===== src/rtl/div_pkg.sv =====
// -----------------------------------------------------------------------------
// div_pkg
// Shared definitions for the EXE-stage iterative divider: operand width,
// FSM state encoding and the quotient value reported on divide-by-zero.
// -----------------------------------------------------------------------------
`timescale 1ns/1ps
package div_pkg;

  localparam int DIV_WIDTH = 32;

  // MIPS leaves div-by-zero results undefined; this core returns all ones.
  localparam logic [DIV_WIDTH-1:0] DIV_BY_ZERO_Q = '1;

  typedef enum logic [2:0] {
    IDLE = 3'd0,
    PREP = 3'd1,
    ITER = 3'd2,
    FIX  = 3'd3,
    DONE = 3'd4
  } div_state_e;

endpackage


===== src/rtl/lead_zero_count32.sv =====
// -----------------------------------------------------------------------------
// lead_zero_count32
// Combinational leading-zero counter used to pre-shift the dividend so the
// divider only iterates over significant bits.
// Ports:
//   value_i  [31:0]  value to scan
//   count_o  [5:0]   number of leading zeros, 32 for an all-zero input
// -----------------------------------------------------------------------------
`timescale 1ns/1ps
module lead_zero_count32 (
  input  logic [31:0] value_i,
  output logic [5:0]  count_o
);

  // Scanning upward lets the highest set bit overwrite any lower match.
  always_comb begin
    count_o = 6'd32;
    for (int i = 0; i < 32; i++) begin
      if (value_i[i]) begin
        count_o = 6'(31 - i);
      end
    end
  end

endmodule


===== src/rtl/exe_iter_divider.sv =====
// -----------------------------------------------------------------------------
// exe_iter_divider
// Iterative radix-2 restoring divider for MIPS div/divu. The dividend
// magnitude is left-aligned using a leading-zero count, so the number of
// iterations equals the number of significant dividend bits.
// Ports:
//   clk, rst           clock, synchronous active-high reset
//   start_i            request, accepted only in IDLE (flush_i has priority)
//   signed_i           1 = div, 0 = divu; sampled on accept
//   dividend_i         dividend, sampled on accept
//   divisor_i          divisor, sampled on accept
//   flush_i            abort any operation in progress
//   busy_o             high in every state except IDLE
//   done_o             one-cycle pulse when results become valid
//   quotient_o         quotient (LO), held until the next result
//   remainder_o        remainder (HI), held until the next result
//   div_by_zero_o      divisor was zero, held with the results
// -----------------------------------------------------------------------------
`timescale 1ns/1ps
module exe_iter_divider
  import div_pkg::*;
#(
  parameter int WIDTH = DIV_WIDTH
) (
  input  logic             clk,
  input  logic             rst,
  input  logic             start_i,
  input  logic             signed_i,
  input  logic [WIDTH-1:0] dividend_i,
  input  logic [WIDTH-1:0] divisor_i,
  input  logic             flush_i,
  output logic             busy_o,
  output logic             done_o,
  output logic [WIDTH-1:0] quotient_o,
  output logic [WIDTH-1:0] remainder_o,
  output logic             div_by_zero_o
);

  // The leading-zero counter is fixed at 32 bits, so the count is too.
  localparam int CNT_W = 6;

  div_state_e       state_q;

  // Operands as accepted
  logic [WIDTH-1:0] op_dvd_q;
  logic [WIDTH-1:0] op_dvs_q;
  logic             op_signed_q;

  // Iteration datapath, all unsigned magnitudes
  logic [WIDTH-1:0] dvd_q;
  logic [WIDTH-1:0] dvs_q;
  logic [WIDTH-1:0] rem_q;
  logic [WIDTH-1:0] quo_q;
  logic [CNT_W-1:0] cnt_q;
  logic             q_neg_q;
  logic             r_neg_q;
  logic             dz_q;

  // Registered outputs
  logic             done_q;
  logic [WIDTH-1:0] quo_out_q;
  logic [WIDTH-1:0] rem_out_q;
  logic             dz_out_q;

  logic             dvd_neg;
  logic             dvs_neg;
  logic [WIDTH-1:0] abs_dvd;
  logic [WIDTH-1:0] abs_dvs;
  logic [CNT_W-1:0] lz;
  logic [CNT_W-1:0] n_iter;
  logic [WIDTH:0]   partial;
  logic             take;
  logic [WIDTH-1:0] rem_sub;

  assign dvd_neg = op_signed_q & op_dvd_q[WIDTH-1];
  assign dvs_neg = op_signed_q & op_dvs_q[WIDTH-1];
  // Two's complement negation; 0x80000000 maps to itself, which is the
  // correct unsigned magnitude.
  assign abs_dvd = dvd_neg ? (~op_dvd_q + 1'b1) : op_dvd_q;
  assign abs_dvs = dvs_neg ? (~op_dvs_q + 1'b1) : op_dvs_q;

  lead_zero_count32 u_lzc (
    .value_i (abs_dvd),
    .count_o (lz)
  );

  assign n_iter = CNT_W'(WIDTH) - lz;

  // Partial remainder is one bit wider than the divisor so the compare
  // cannot overflow. The stored remainder is always below the divisor, so
  // the difference fits back into WIDTH bits.
  assign partial = {rem_q, dvd_q[WIDTH-1]};
  assign take    = (partial >= {1'b0, dvs_q});
  assign rem_sub = partial[WIDTH-1:0] - dvs_q;

  always_ff @(posedge clk) begin
    if (rst) begin
      state_q     <= IDLE;
      op_dvd_q    <= '0;
      op_dvs_q    <= '0;
      op_signed_q <= 1'b0;
      dvd_q       <= '0;
      dvs_q       <= '0;
      rem_q       <= '0;
      quo_q       <= '0;
      cnt_q       <= '0;
      q_neg_q     <= 1'b0;
      r_neg_q     <= 1'b0;
      dz_q        <= 1'b0;
      done_q      <= 1'b0;
      quo_out_q   <= '0;
      rem_out_q   <= '0;
      dz_out_q    <= 1'b0;
    end else begin
      done_q <= 1'b0;
      if (flush_i && (state_q != IDLE)) begin
        state_q <= IDLE;
      end else begin
        unique case (state_q)
          IDLE: begin
            if (start_i && !flush_i) begin
              op_dvd_q    <= dividend_i;
              op_dvs_q    <= divisor_i;
              op_signed_q <= signed_i;
              state_q     <= PREP;
            end
          end

          PREP: begin
            q_neg_q <= dvd_neg ^ dvs_neg;
            r_neg_q <= dvd_neg;
            dz_q    <= (op_dvs_q == '0);
            dvd_q   <= abs_dvd << lz;
            dvs_q   <= abs_dvs;
            rem_q   <= '0;
            quo_q   <= '0;
            cnt_q   <= n_iter;
            if ((op_dvs_q == '0) || (n_iter == '0)) begin
              state_q <= FIX;
            end else begin
              state_q <= ITER;
            end
          end

          ITER: begin
            dvd_q <= dvd_q << 1;
            if (take) begin
              rem_q <= rem_sub;
              quo_q <= {quo_q[WIDTH-2:0], 1'b1};
            end else begin
              rem_q <= partial[WIDTH-1:0];
              quo_q <= {quo_q[WIDTH-2:0], 1'b0};
            end
            cnt_q <= cnt_q - 1'b1;
            if (cnt_q == CNT_W'(1)) begin
              state_q <= FIX;
            end
          end

          FIX: begin
            if (dz_q) begin
              quo_out_q <= DIV_BY_ZERO_Q;
              rem_out_q <= op_dvd_q;
              dz_out_q  <= 1'b1;
            end else begin
              quo_out_q <= q_neg_q ? (~quo_q + 1'b1) : quo_q;
              rem_out_q <= r_neg_q ? (~rem_q + 1'b1) : rem_q;
              dz_out_q  <= 1'b0;
            end
            done_q  <= 1'b1;
            state_q <= DONE;
          end

          DONE: begin
            state_q <= IDLE;
          end

          default: begin
            state_q <= IDLE;
          end
        endcase
      end
    end
  end

  assign busy_o        = (state_q != IDLE);
  assign done_o        = done_q;
  assign quotient_o    = quo_out_q;
  assign remainder_o   = rem_out_q;
  assign div_by_zero_o = dz_out_q;

endmodule


===== config.mk =====
export PLATFORM = sky130hd
export DESIGN_NAME = exe_iter_divider
export DESIGN_NICKNAME = d
export VERILOG_FILES = /design/src/rtl/div_pkg.sv /design/src/rtl/lead_zero_count32.sv /design/src/rtl/exe_iter_divider.sv
export SDC_FILE = /design/constraint.sdc
export NUM_CORES = 1
export LEC_CHECK = 0
export BUFFER_PORTS_ARGS = -buffer_cell sky130_fd_sc_hd__buf_2
export CORE_ASPECT_RATIO = 2
export CORE_MARGIN = 2
export CORE_UTILIZATION = 43
export CTS_CLUSTER_SIZE = 40
export DETAILED_ROUTE_END_ITERATION = 8
export GPL_ROUTABILITY_DRIVEN = 0
export GPL_TIMING_DRIVEN = 0
export PLACE_DENSITY = 0.62
export SETUP_SLACK_MARGIN = 0.5
export SYNTH_ARGS = -nofsm -noshare
export SYNTH_HDL_FRONTEND = slang
export SYNTH_SLANG_ARGS = --single-unit

===== constraint.sdc =====
create_clock -name clk -period 4.5 [get_ports clk]
set_clock_uncertainty 0.05 [all_clocks]
set_input_delay 0.225 -clock clk [delete_from_list [all_inputs] [get_ports clk]]
set_output_delay 0.225 -clock clk [all_outputs]
set_load 0.05 [all_outputs]

======== Yosys cells after proc, flatten, opt, wreduce, memory -nomap -nowiden ========
Index checks and enable logic that the tools add are counted.
storage, ports and cells
  input bits .............................. 69
  output and inout port bits .............. 67
  logic and storage cells ................. 104
  register bits after elaboration ......... 271
operators by class
  shift-type cells ........................ 1
  reductions and logical operators ........ 15
  eq/ne operators ......................... 6
  multiplexer cells ....................... 50
  bitwise logic cells ..................... 8
  magnitude comparators ................... 1
  $add $sub $neg .......................... 7
operators by type and width
  cell                   number
  $mux 32                7
  $mux 6                 32
  $pmux 32 s2            3
  $add 32x1->32 const B  4
  $not 32->32            4
  $ge 33x32->1           1
  $logic_not 32->1       1
  $shl 32x6->32          1
  $sub 32x32->32         1
  $pmux 3 s4             1
  $pmux 6 s2             1
  $reduce_and 2->1       4
  $eq 3x2->1 const B     2
  $eq 6x1->1 const B     1
  $logic_not 6->1        1
  $mux 3                 2
  $sub 6x1->6 const B    1
  $sub 6x6->6 const A    1
  $mux 1                 4
  $ne 2x2->1 const B     2
  $eq 3x1->1 const B     1
  $logic_not 3->1        1
  $reduce_and 3->1       1
  $reduce_bool 3->1      1
  other kinds (8)        10

======== Longest topological paths before layout ========
  depth after elaboration ................. 40
  depth in mapped cells ................... 20
  gate-level depth less buffers ........... 16

======== By module ========
A second synthesis with hierarchy kept.
second synthesis, totals
  cells, all modules ...................... 2,288
  area total of the unflattened synthesis .. 17,290.3 sq um
modules (own cells, without submodules)
  module             times used  area each (sq um)  sequential area each (sq um)  cells an instance
  exe_iter_divider   1           16,922.5           5,425.2                       2,223
  lead_zero_count32  1           367.9              0.0                           65

======== Worst setup path before layout ========
Ideal clock, no wire load.
  path kind ............................... reg2reg
  start point ............................. register op_dvd_q[0]
  end point ............................... register dvd_q[25]
  data arrival time ....................... 4,050 ps
  period minus slack after synthesis ...... 4,229 ps
  required time ........................... 4,320 ps
  path buffers ............................ 4
  stages on the path, launching flop included .. 18
  library setup time ...................... 130 ps
  slack ................................... 271 ps
  path through ............................ dfxtp_1 > clkbuf_1 > inv_1 > ha_1 > nor2b_1 > clkbuf_1 > nand4_4 > nor3_1 > mux2_2 > a21oi_1 > a21boi_1 > nand2b_1 > buf_2 > clkbuf_1 > nor2_1 > a221o_1 > o31ai_1 > o41ai_1
between the ends
  cells in the longest elaborated chain, start to end .. 37
RTL lines
  item                      line                     text
  start: declaration        exe_iter_divider.sv:45   logic [WIDTH-1:0] op_dvd_q;
  start signal: assignment  exe_iter_divider.sv:122  op_dvd_q <= dividend_i;
  $not 32->32               exe_iter_divider.sv:79   assign abs_dvd = dvd_neg ? (~op_dvd_q + 1'b1) : op_dvd_q;
  $add 32x1->32             exe_iter_divider.sv:79
  $mux 32 *                 exe_iter_divider.sv:79
  $mux 6 (32 in series)     lead_zero_count32.sv:19  if (value_i[i]) begin
  $shl 32x6->32 *           exe_iter_divider.sv:133  dvd_q <= abs_dvd << lz;
  $pmux 32 s2 *             exe_iter_divider.sv:119  unique case (state_q)
  end signal: assignment    exe_iter_divider.sv:133
  end signal: assignment    exe_iter_divider.sv:146  dvd_q <= dvd_q << 1;
  end: declaration          exe_iter_divider.sv:50   logic [WIDTH-1:0] dvd_q;
Mark *: on every way between the ends. The rest lies on a longest branch, timed or not.
A chain may end at the register's enable or synchronous reset.

======== Worst setup path after layout ========
  start point ............................. register op_dvd_q[4]
  end point ............................... register dvd_q[17]
between the ends
  cells in the longest elaborated chain, start to end .. 33
RTL lines
  item                   line
  $not 32->32            exe_iter_divider.sv:79
  $add 32x1->32          exe_iter_divider.sv:79
  $mux 32 *              exe_iter_divider.sv:79
  $mux 6 (28 in series)  lead_zero_count32.sv:19
  $shl 32x6->32 *        exe_iter_divider.sv:133
  $pmux 32 s2 *          exe_iter_divider.sv:119
Marked as above.

==> results.sh <==
export IMPL_cap_violations=0
export IMPL_holdPathEnd="state_q[0]$_SDFFE_PP0P_"
export IMPL_grt_max_degree=15
export IMPL_die_area_mm2=0.0430
export IMPL_ys_types=95
export IMPL_powerDensity_mw_per_mm2=380
export IMPL_cp_required_ns=4.93
export IMPL_syn_area_per_cell_um2=7.51
export IMPL_postLayoutCellArea_mm2=0.0234
export IMPL_pre_cts_slack_ns=-1.58
export IMPL_clkTransAtPathRegs_ns=0.07
export IMPL_synth_adder_area_share_pct=2.86
export IMPL_max_slew_margin_pct=6.78
export IMPL_maxSlewViolCount=0
export IMPL_r2r_start="op_dvd_q[4]$_SDFFE_PP0P_"
export IMPL_first_pass_iters=7
export IMPL_synthSimpleGateAreaFrac_pct=22.7
export IMPL_ys_seq_area_share_pct=30.6
export IMPL_cp_max_fo=10
export IMPL_area_growth_pct=31.9
export IMPL_num_vias=20457
export IMPL_synth_nets=2469
export IMPL_avgRoutedWirePerCell_um=25.1
export IMPL_power_mw=8.89
export IMPL_worst_pin_slew_ns=1.39
export IMPL_start_util_pct=43.4
export IMPL_netlist_instances=2360
export IMPL_clockBufferDepth=3
export IMPL_worstPathArrival_ns=5.03
export IMPL_rr_endpoint="dvd_q[17]$_SDFFE_PP0P_"
export IMPL_die_w_um=148
export IMPL_drc=0
export IMPL_critPathKind="reg -> reg"
export IMPL_final_nets=2825
export IMPL_rsz0062_at_grt="true"
export IMPL_synth_compound_area_share_pct=26.4
export IMPL_setup_viol=7
export IMPL_grt_pass1_vias=20731
export IMPL_fmax_mhz=217
export IMPL_synthMuxAreaShare_pct=4.11
export IMPL_grt_overflow_total=0
export IMPL_startpoint_type="flip-flop"
export IMPL_wl_mm=82.2
export IMPL_holdCritStartpoint="flush_i"
export IMPL_vias_per_cell=6.24
export IMPL_drive_above_1_share_pct=21.2
export IMPL_pin_count=136
export IMPL_first_iter_violations=1668
export IMPL_clock_sinks=271
export IMPL_fin_cells=3276
export IMPL_core_area_mm2=0.0409
export IMPL_postRouteAntennaNets=0
export IMPL_numCtsBuffers=27
export IMPL_tns_ns=-0.212
export IMPL_dp_cells=3029
export IMPL_final_common_cell="nand2_1"
export IMPL_io_buffers=134
export IMPL_antenna_found_initial=6
export IMPL_dpl_cell_area_mm2=0.0191
export IMPL_row_count=105
export IMPL_finalHoldViolCount=0
export IMPL_hold_depth=4
export IMPL_async_flop_share_pct=0
export IMPL_grt_pass1_wl_mm=122
export IMPL_synth_top_family_by_area="compound AO/OA/AOI/OAI gates"
export IMPL_status="finished with violations"
export IMPL_grt_util_all_layers_pct=37.4
export IMPL_synth_seq_cells=271
export IMPL_synth_area_mm2=0.0177
export IMPL_htree_levels=1
export IMPL_rr_worst_depth=13
export IMPL_period_minus_slack_ns=4.60
export IMPL_yosys_warnings=0
export IMPL_worstSetupEndpointType="flip-flop"
export IMPL_hold_ws_ns=0.0334
export IMPL_root_buffer="clkbuf_16"
export IMPL_violations="setup timing"
export IMPL_fin_crit_sh_pct=102
export IMPL_hp_class="in -> reg"
export IMPL_final_util_pct=57.3
export IMPL_fin_ws_ns=-0.102
export IMPL_fp_dieH_um=291
export IMPL_leakagePower_nw=9.18
export IMPL_synth_xor_area_share_pct=7.66
export IMPL_dp_final_hpwl_mm=58.0
export IMPL_insertion_delay_ns=0.58
export IMPL_yosys_most_used_dff="dfxtp_1"
export IMPL_synth_edff_count=0
export IMPL_cts_tree="done"
export IMPL_r2r_slack_ns=-0.10
export IMPL_ir_drop_mv=0.336
export IMPL_layout_common_cells="358 x nand2_1, 261 x dfxtp_1, 228 x nor2_1, 178 x a21oi_1, 137 x buf_2"
==> cell usage after synthesis (all sizes together), types with 29 or more instances <==
| cell | count | area share (%) |
|---|---|---|
| a211oi | 55 | 2.4 |
| a21oi | 191 | 5.5 |
| a22oi | 35 | 1.5 |
| buf | 45 | 1.4 |
| clkbuf | 136 | 2.9 |
| dfxtp | 271 | 31 |
| ha | 39 | 2.8 |
| inv | 63 | 1.3 |
| mux2i | 53 | 3.2 |
| nand2 | 364 | 7.7 |
| nand3 | 44 | 1.2 |
| nor2 | 238 | 5.0 |
| nor3 | 58 | 1.7 |
| o211ai | 29 | 1.2 |
| o21ai | 141 | 4.0 |
| o22ai | 31 | 1.1 |
| o31ai | 33 | 1.5 |
| xnor2 | 80 | 4.0 |
| xor2 | 75 | 3.7 |
==> timing repair <==
action                                  4_1_cts  5_1_grt
gates resized for setup                     241      156
endpoints found under the setup margin       72       72
gates cloned                                  2        1
endpoints found under the hold margin        66        0
setup buffers                                78       46
pin swaps                                    62       70
hold buffers                                 66        0
==> metal layers <==
layer / wire (um) / track usage (%)
met2: 41100 / 67.1
met5: 35 / 0
met3: 6130 / 9.67
met4: 10500 / 37.9
met1: 24500 / 32.1
==> critical path, cell delays in order, from the launching register on <==
cell,delay [ns]
dfxtp_2,0.42
nor3_4,0.21
buf_4,0.23
buf_2,0.28
a21oi_1,0.17
xnor2_1,0.26
nor4_2,0.80
nand4b_1,0.27
a31oi_2,0.16
nor3_2,0.51
nand2_1,0.22
o31ai_4,0.30
o211ai_1,0.29
a211oi_1,0.31
==> kinds of logic after synthesis <==
family                     Yosys count
AOI/OAI and AO/OA                  708
xor gates and xnor gates           155
adders and majority gates           40
buffers and inverters              244
DFF                                271
muxes                               68
and+or+nand+nor                    874
==> area by class of cell <==
type                            instances  area, um^2
Antenna cell                            4        10.0
Buffer                                181        1080
Clock buffer                           35         726
Clock inverter                         15         165
Fill cell                            3683       17500
Inverter                               63         251
Multi-Input combinational cell       1845       12500
Sequential cell                       271        5450
Tap cell                              535         669
Timing Repair Buffer                  327        2530
==> flip-flops by register name (all words and copies together) (netlist names) <==
register       count
cnt_q              6
div_by_zero_o      1
dvd_q             32
op_dvs_q          32
dvs_q             32
done_o             1
quo_q             32
state_q            3
op_dvd_q          32
op_signed_q        1
q_neg_q            1
rem_q             32
quotient_o        32
dz_q               1
remainder_o       32
r_neg_q            1
==> worst max-delay path by stage <==
| stage | end | depth (start not counted) | slack (ns) | from |
|---|---|---|---|---|
| after CTS | dvd_q[17]$_SDFFE_PP0P_ | 19 | 0.33 | op_dvd_q[5]$_SDFFE_PP0P_ |
| final | dvd_q[17]$_SDFFE_PP0P_ | 13 | -0.10 | op_dvd_q[4]$_SDFFE_PP0P_ |
| after floorplan | dvd_q[24]$_SDFFE_PP0P_ | 16 | 0.50 | op_dvd_q[0]$_SDFFE_PP0P_ |
| after global placement | dvd_q[17]$_SDFFE_PP0P_ | 17 | -1.54 | op_dvd_q[0]$_SDFFE_PP0P_ |
| after detailed placement | dvd_q[17]$_SDFFE_PP0P_ | 16 | -1.58 | op_dvd_q[0]$_SDFFE_PP0P_ |
| after global routing | dvd_q[27]$_SDFFE_PP0P_ | 18 | -0.35 | op_dvd_q[9]$_SDFFE_PP0P_ |
==> report_power, final <==
part / switching (mW) / internal [mW]
Clock: 1.04 / 1.32
Sequential: 0.0689 / 2.47
Combinational: 2.31 / 1.69
Power figures use the tool's default switching activity.
